## src/rtl/uart_receiver.sv

```systemverilog
// uart_receiver: receive side of the APB UART. Synchronises rx_serial, finds
// start bits and recovers DATA_BITS data bits LSB-first by sampling each bit
// at its centre. Each frame gives one rx_valid pulse (good stop bit) or one
// rx_frame_err pulse (stop bit sampled low).
//
// Ports:
//   PCLK         system clock
//   PRESET       synchronous, active-high reset
//   rx_serial    asynchronous serial line, idle high
//   rx_data      last correctly framed byte, held until the next good frame
//   rx_valid     one-cycle pulse when rx_data is updated
//   rx_frame_err one-cycle pulse when the stop bit is sampled low
//   rx_busy      high while a frame is in progress
module uart_receiver #(
  parameter int unsigned BAUD_RATE = 9600,
  parameter int unsigned CLK_FREQ  = 100_000_000,
  parameter int unsigned DATA_BITS = 8
) (
  input  logic                 PCLK,
  input  logic                 PRESET,
  input  logic                 rx_serial,
  output logic [DATA_BITS-1:0] rx_data,
  output logic                 rx_valid,
  output logic                 rx_frame_err,
  output logic                 rx_busy
);

  localparam int unsigned CLKS_PER_BIT = CLK_FREQ / BAUD_RATE;
  localparam int unsigned BIT_TICKS    = CLKS_PER_BIT + 1;
  localparam int unsigned HALF         = BIT_TICKS / 2;
  localparam int unsigned CNT_W        = $clog2(BIT_TICKS) + 1;
  localparam int unsigned BIT_W        = $clog2(DATA_BITS) + 1;

  typedef enum logic [2:0] {
    ST_IDLE,
    ST_START,
    ST_DATA,
    ST_STOP,
    ST_WAIT_HIGH
  } state_t;

  state_t               state, next_state;
  logic                 sync_q1, rx_sync;
  logic [CNT_W-1:0]     clk_cnt, clk_cnt_d;
  logic [BIT_W-1:0]     bit_cnt, bit_cnt_d;
  logic [DATA_BITS-1:0] shift_q, shift_d;
  logic [DATA_BITS-1:0] rx_data_d;
  logic                 rx_valid_d, rx_frame_err_d, rx_busy_d;
  logic                 half_done, bit_done, last_bit;

  // Two-flop synchroniser for the asynchronous line; resets to idle level.
  always_ff @(posedge PCLK) begin
    if (PRESET) begin
      sync_q1 <= 1'b1;
      rx_sync <= 1'b1;
    end else begin
      sync_q1 <= rx_serial;
      rx_sync <= sync_q1;
    end
  end

  // Counter value one below the target because the counter is cleared on
  // the edge that starts each interval.
  assign half_done = (clk_cnt == CNT_W'(HALF - 1));
  assign bit_done  = (clk_cnt == CNT_W'(BIT_TICKS - 1));
  assign last_bit  = (bit_cnt == BIT_W'(DATA_BITS - 1));

  // State register.
  always_ff @(posedge PCLK) begin
    if (PRESET) state <= ST_IDLE;
    else        state <= next_state;
  end

  // Next-state logic.
  always_comb begin
    next_state = state;
    case (state)
      ST_IDLE:      if (!rx_sync) next_state = ST_START;
      ST_START:     if (half_done) next_state = rx_sync ? ST_IDLE : ST_DATA;
      ST_DATA:      if (bit_done && last_bit) next_state = ST_STOP;
      ST_STOP:      if (bit_done) next_state = rx_sync ? ST_IDLE : ST_WAIT_HIGH;
      ST_WAIT_HIGH: if (rx_sync) next_state = ST_IDLE;
      default:      next_state = ST_IDLE;
    endcase
  end

  // Datapath and output next values.
  always_comb begin
    clk_cnt_d      = clk_cnt;
    bit_cnt_d      = bit_cnt;
    shift_d        = shift_q;
    rx_data_d      = rx_data;
    rx_valid_d     = 1'b0;
    rx_frame_err_d = 1'b0;
    rx_busy_d      = (state != ST_IDLE);
    case (state)
      ST_IDLE: begin
        clk_cnt_d = '0;
        bit_cnt_d = '0;
      end
      ST_START: begin
        clk_cnt_d = clk_cnt + CNT_W'(1);
        if (half_done) begin
          clk_cnt_d = '0;
          bit_cnt_d = '0;
        end
      end
      ST_DATA: begin
        clk_cnt_d = clk_cnt + CNT_W'(1);
        if (bit_done) begin
          clk_cnt_d = '0;
          bit_cnt_d = bit_cnt + BIT_W'(1);
          // LSB-first: new bit enters at the top and moves down.
          shift_d   = (shift_q >> 1) | (DATA_BITS'(rx_sync) << (DATA_BITS - 1));
        end
      end
      ST_STOP: begin
        clk_cnt_d = clk_cnt + CNT_W'(1);
        if (bit_done) begin
          clk_cnt_d = '0;
          if (rx_sync) begin
            rx_data_d  = shift_q;
            rx_valid_d = 1'b1;
          end else begin
            rx_frame_err_d = 1'b1;
          end
        end
      end
      ST_WAIT_HIGH: begin
        clk_cnt_d = '0;
      end
      default: begin
        clk_cnt_d = '0;
        bit_cnt_d = '0;
      end
    endcase
  end

  // Datapath and output registers.
  always_ff @(posedge PCLK) begin
    if (PRESET) begin
      clk_cnt      <= '0;
      bit_cnt      <= '0;
      shift_q      <= '0;
      rx_data      <= '0;
      rx_valid     <= 1'b0;
      rx_frame_err <= 1'b0;
      rx_busy      <= 1'b0;
    end else begin
      clk_cnt      <= clk_cnt_d;
      bit_cnt      <= bit_cnt_d;
      shift_q      <= shift_d;
      rx_data      <= rx_data_d;
      rx_valid     <= rx_valid_d;
      rx_frame_err <= rx_frame_err_d;
      rx_busy      <= rx_busy_d;
    end
  end

endmodule

```

## config.mk

```make
export PLATFORM = sky130hd
export DESIGN_NAME = uart_receiver
export DESIGN_NICKNAME = d
export VERILOG_FILES = /design/src/rtl/uart_receiver.sv
export SDC_FILE = /design/constraint.sdc
export NUM_CORES = 1
export LEC_CHECK = 0
export BUFFER_PORTS_ARGS = -buffer_cell sky130_fd_sc_hd__clkbuf_2
export CORE_ASPECT_RATIO = 0.75
export CORE_UTILIZATION = 26
export DETAILED_ROUTE_END_ITERATION = 10
export GPL_TIMING_DRIVEN = 0
export SYNTH_ARGS = -nofsm -noshare
export SYNTH_HDL_FRONTEND = slang
export SYNTH_SLANG_ARGS = --single-unit
```

## constraint.sdc

```tcl
create_clock -name PCLK -period 1.9 [get_ports PCLK]
set_input_delay 0.19 -clock PCLK [delete_from_list [all_inputs] [get_ports PCLK]]
set_output_delay 0.19 -clock PCLK [all_outputs]
set_load 0.02 [all_outputs]
```

After elaboration in Yosys (flattened, before gate mapping)
Cells that the tools add are included.
{"block": "totals", "inputBits": 3, "romBits": 0, "output_inout_bits": 11, "reg_bits": 43, "n_memories": 0, "latch_bits": 0, "mem_bits_rw": 0}
{"block": "op_classes", "bitwise_logic": 4, "muxes": 16, "mul": 0, "n_eq_ne": 13, "div": 0, "reduce_logical": 10, "n_lt_le_gt_ge": 0, "shifts": 0, "add_sub_neg": 2}
{"operator": "2-to-1 mux 15 bit", "count": 2}
{"operator": "case mux 15 bit (2 select lines)", "count": 1}
{"operator": "2-to-1 mux 3 bit", "count": 6}
{"operator": "adder 15 x 1 -> 15 bit (second input constant)", "count": 1}
{"operator": "== test 15 x 13 -> 1 bit (second input constant)", "count": 1}
{"operator": "== test 15 x 14 -> 1 bit (second input constant)", "count": 1}
{"operator": "case mux 3 bit (5 select lines)", "count": 1}
{"operator": "inequality test 2 bit (second input constant)", "count": 6}
{"operator": "case mux 4 bit (3 select lines)", "count": 1}
{"operator": "2-to-1 mux 4 bit", "count": 2}
{"operator": "bitwise OR 7 x 8 -> 8 bit", "count": 1}
{"operator": "== test 3 x 2 -> 1 bit (second input constant)", "count": 2}
{"operator": "AND reduction 3 bit", "count": 2}
{"operator": "AND reduction 5 bit", "count": 1}
{"operator": "adder 4 x 1 -> 4 bit (second input constant)", "count": 1}
{"operator": "== test 4 x 3 -> 1 bit (second input constant)", "count": 1}
{"operator": "OR reduction 2 bit", "count": 2}
{"operator": "== test 3 x 1 -> 1 bit (second input constant)", "count": 1}
{"operator": "== test 3 bit (second input constant)", "count": 1}
{"operator": "logical NOT 3 bit", "count": 1}
{"operator": "inverter 1 bit", "count": 3}
{"operator": "nonzero test 3 bit", "count": 1}
{"operator": "OR reduction 3 bit", "count": 1}
{"operator": "2-to-1 mux 1 bit", "count": 2}
{"operator": "3 further kinds", "count": 3}

Longest topological paths before layout
{"block": "depth", "ltp_word": 4, "mapped_depth": 8, "ltp_nobuf": 6}

Worst setup path before layout
OpenSTA, ideal clock, no wires.
{"block": "synth_path", "path_type": "flip-flop to flip-flop", "startpoint": "reg clk_cnt[0]", "endpoint": "reg bit_cnt[1]", "arrival_ns": 1.585, "stages_incl_launch_ff": 8, "n_path_buf": 1, "slack_ns": 0.220, "period_less_slack_ns": 1.680, "cell_sequence": "dfxtp_1 -> inv_1 -> ha_1 -> and4b_1 -> and4_1 -> clkbuf_2 -> or4_1 -> o311ai_1"}
{"block": "synth_via", "elab_chain_cells": 3, "elab_cells_between_ends": 5, "classes_between": "4 x eq/ne; 1 x reduce/logical"}
{"item": "from (decl)", "line": "44", "rtl": "logic [CNT_W-1:0] clk_cnt, clk_cnt_d;"}
{"item": "from (signal assigned)", "line": "150", "rtl": "clk_cnt <= clk_cnt_d;"}
{"item": "== test 15 x 14 -> 1 bit or == test 15 x 13 -> 1 bit (tied branches)", "line": "65, 64"}
{"item": "inequality test 2 bit (no source line)"}
{"item": "AND reduction 3 bit (no source line) (*)"}
{"item": "to (signal assigned)", "line": "151", "rtl": "bit_cnt <= bit_cnt_d;"}
{"item": "to (decl)", "line": "45", "rtl": "logic [BIT_W-1:0] bit_cnt, bit_cnt_d;"}
Every way passes the cells marked *; elsewhere a longest branch is shown, timed or not.
A chain may end at the register's enable or synchronous reset.

Final worst setup path
{"block": "layout_path", "startpoint": "reg state[1]", "endpoint": "reg bit_cnt[0]"}
{"block": "layout_via", "elab_chain_cells": 4, "elab_cells_between_ends": 10, "classes_between": "6 x eq/ne; 1 x mux; 1 x bitwise; 2 x reduce/logical"}
{"item": "from (decl)", "line": "42", "rtl": "state_t state, next_state;"}
{"item": "from (signal assigned)", "line": "71", "rtl": "else state <= next_state;"}
{"item": "== test 3 x 2 -> 1 bit or == test 3 bit (tied branches)", "line": "96", "rtl": "case (state)"}
{"item": "OR reduction 2 bit (no source line)"}
{"item": "inverter 1 bit (no source line)"}
{"item": "AND reduction 3 bit (no source line)"}
Parallel ways exist; a longest one is shown, timed or not.

==> metrics.txt <==
outcome finished, final reports clean; GRT overflow 0; HPWL Detailed 3.03 mm; CP max FO 10; Netlist Area Pre-Place 1910 um2; flop2flop setup slack 0.09 ns; die extent in y 76.3 um; most frequently used flop master after synthesis dfxtp_1; total wire length 4.36 mm; post-synth net total 226; All-Layer GR Usage 0.120; cts bufs inserted 5; first-pass GRT wire length 7.33 mm; antenna violations before repair 0; clock tree buffer depth 2; Worst Setup SP state[1]; Clk pwr share 0.436; Sw Pwr 0.000351 W; RR Startpoint state[1]; die width 101 um; Mapped Cells 220; post-synthesis sequential area ratio 0.450; most common cell after layout, fill and taps aside dfxtp_1; Core Area 6960 um2; Worst EP required 2.11 ns; # hold bufs at CTS 0; placed inst area 2100 um2; CTS tree yes; Pint 0.00134 W; min Tclk post-route 1.81 ns; Tcrit/Tclk final 0.950; Routed Antenna Nets 0; synth warn 0; Comb pwr share 0.028; Switching Fraction 0.207; Hold Path Class in -> reg; CTS clk-pin slew, worst paths 0.08 ns; sequential power share 0.536; Peak VDD IR 0.350 mV; I/O Buffers 13; initial core utilization 0.275; Static Leakage 0.728 nW; Synth async-reset ratio 0; CP endpoint bit_cnt[0]; Non-Filler Instances 341; #FFs+latches synth 43; worst-margin pin slew 0.469 ns; Startpoint Class flop; Critical Path AT 2.02 ns; vias in the first global route 1486; max_slew headroom 0.685; Inst Count DP 331; Mean Syn Cell Area 8.70 um2; Post-Layout Inst Area 2250 um2; count of distinct cell types in the synthesized netlist 41; Die Footprint 7710 um2; number of max-cap violations 0; Residual DRC 0; R2R depth 5; Crit. End Element flop; critical path class reg -> reg; root buf cell clkbuf_8; CTS H-tree lvls 2; Final Max Slew Viols 0; ant diodes 0; DRT iter0 DRCs 111; DRT Pass-1 Iters 4; Layout area overhead 17.7%; DR vias/cell 4.97; Fmax achieved 0.554 GHz; routability cong. 0.776; # rows 26; Nets 248; EDFF count, synth 0; commonest cells after routing, fill and taps aside dfxtp_1, nand3_1, nor3_1, o21ai_0, a21oi_1; share of cells above drive strength 1 0.177; FF-to-FF End bit_cnt[0]; Final Setup Violations 0; Vias 1696; later-pin clock latency in the skew report 0.30 ns; Worst Clk Skew 0.00664 ns; Final Hold Vio Count 0; CTS Sinks 43; P per Cell Area 754 nW/um2; Avg WL per Cell 12.8 um; I/O Pins 14; largest net degree at the start of global routing 14
-- power groups by stage --
stage | clock network, W | logic [W] | registers (W)
finish | 0.000740 | 0.0000474 | 0.000909
global route | 0.000795 | 0.0000530 | 0.000910
CTS | 0.000760 | 0.0000477 | 0.000910
detailed placement | 0 | 0.0000456 | 0.000931
global placement | 0 | 0.0000453 | 0.000931
floorplan | 0 | 0.0000302 | 0.000930
-- layer usage --
layer / vias up / track usage / wire length, um
met2: 28 / 0.156 / 1800
li1: 839 / - / -
met5: - / 0 / 0
met4: 0 / 0.0522 / 79
met1: 821 / 0.185 / 2280
met3: 8 / 0.0275 / 197
-- flip-flops by register name, summed over array words and instances (netlist names) --
name	count
shift_q	8
sync_q1	1
bit_cnt	4
clk_cnt	15
state	3
rx_data	8
rx_sync	1
rx_valid	1
rx_busy	1
rx_frame_err	1
-- area by class of cell --
cell class | count | area, um2
plain buffers | 16 | 78.8
well taps | 98 | 123
clock buffers | 6 | 82.6
clock inverters | 2 | 35.0
inverters | 5 | 18.8
fillers | 764 | 4710
flip-flops and latches | 43 | 866
multi-input cells | 156 | 967
repair buffers | 15 | 80.1
-- how the worst min path moves through the flow --
stage	start	end	cells past startpoint
final	rx_serial	sync_q1	2
after floorplan	rx_serial	sync_q1	1
after global placement	rx_serial	sync_q1	2
after global routing	rx_serial	sync_q1	2
after CTS	rx_serial	sync_q1	2
after detailed placement	rx_serial	sync_q1	2
-- critical path: stages, from the launching register on --
cell	delay, ns
dfxtp_1	0.50
inv_2	0.10
nor3_1	0.43
buf_2	0.32
nand2_1	0.08
a311oi_1	0.27
-- repair_timing --
action / 4_1_cts / 5_1_grt
setup buffers: 1 / 1
endpoints found under the setup margin: 10 / 36
resized for setup: 0 / 7
pin swaps: 1 / 1
-- Yosys cell counts, types with 3 or more instances --
cell type  instances  area share
dfxtp_1           43        0.45
nand3_1           22       0.058
nor3_1            20       0.052
a21oi_1           19       0.050
o21ai_0           19       0.050
clkbuf_1           8       0.016
xnor2_1            8       0.037
nand2_1            7       0.014
nand4_1            7       0.023
nor2_1             7       0.014
xor2_1             5       0.023
and3_1             4       0.013
inv_1              4      0.0078
or2_2              4       0.013
buf_2              3      0.0078
buf_4              3       0.012
ha_1               3       0.020
nor3b_1            3       0.012
-- cell families (layout without fill, tap and decap cells) --
logic type               after synthesis  in the layout  synth area share
XOR/XNOR                              13             13            0.0595
buffers and inverters                 21             44            0.0504
AND/OR/NAND/NOR                       91             91             0.270
flip-flops                            43             43             0.450
AO/OA/AOI/OAI                         49             49             0.150
adder cells (fa/ha/maj)                3              3            0.0196
-- through the flow --
step           setup TNS (ns)  setup WS [ns]  total power [W]  hold slack, ns  utilization
6_report                    0         0.0941          0.00170          0.0714        0.323
5_1_grt               -0.0133        -0.0133          0.00176          0.0760        0.323
4_1_cts                     0        0.00153          0.00172          0.0644        0.320
3_5_place_dp           -0.912        -0.0972         0.000977           0.387        0.302
3_3_place_gp           -0.765        -0.0819         0.000976           0.381        0.302
2_1_floorplan               0          0.220         0.000961           0.294            -
Note: power is estimated with default switching activity, not from simulation.
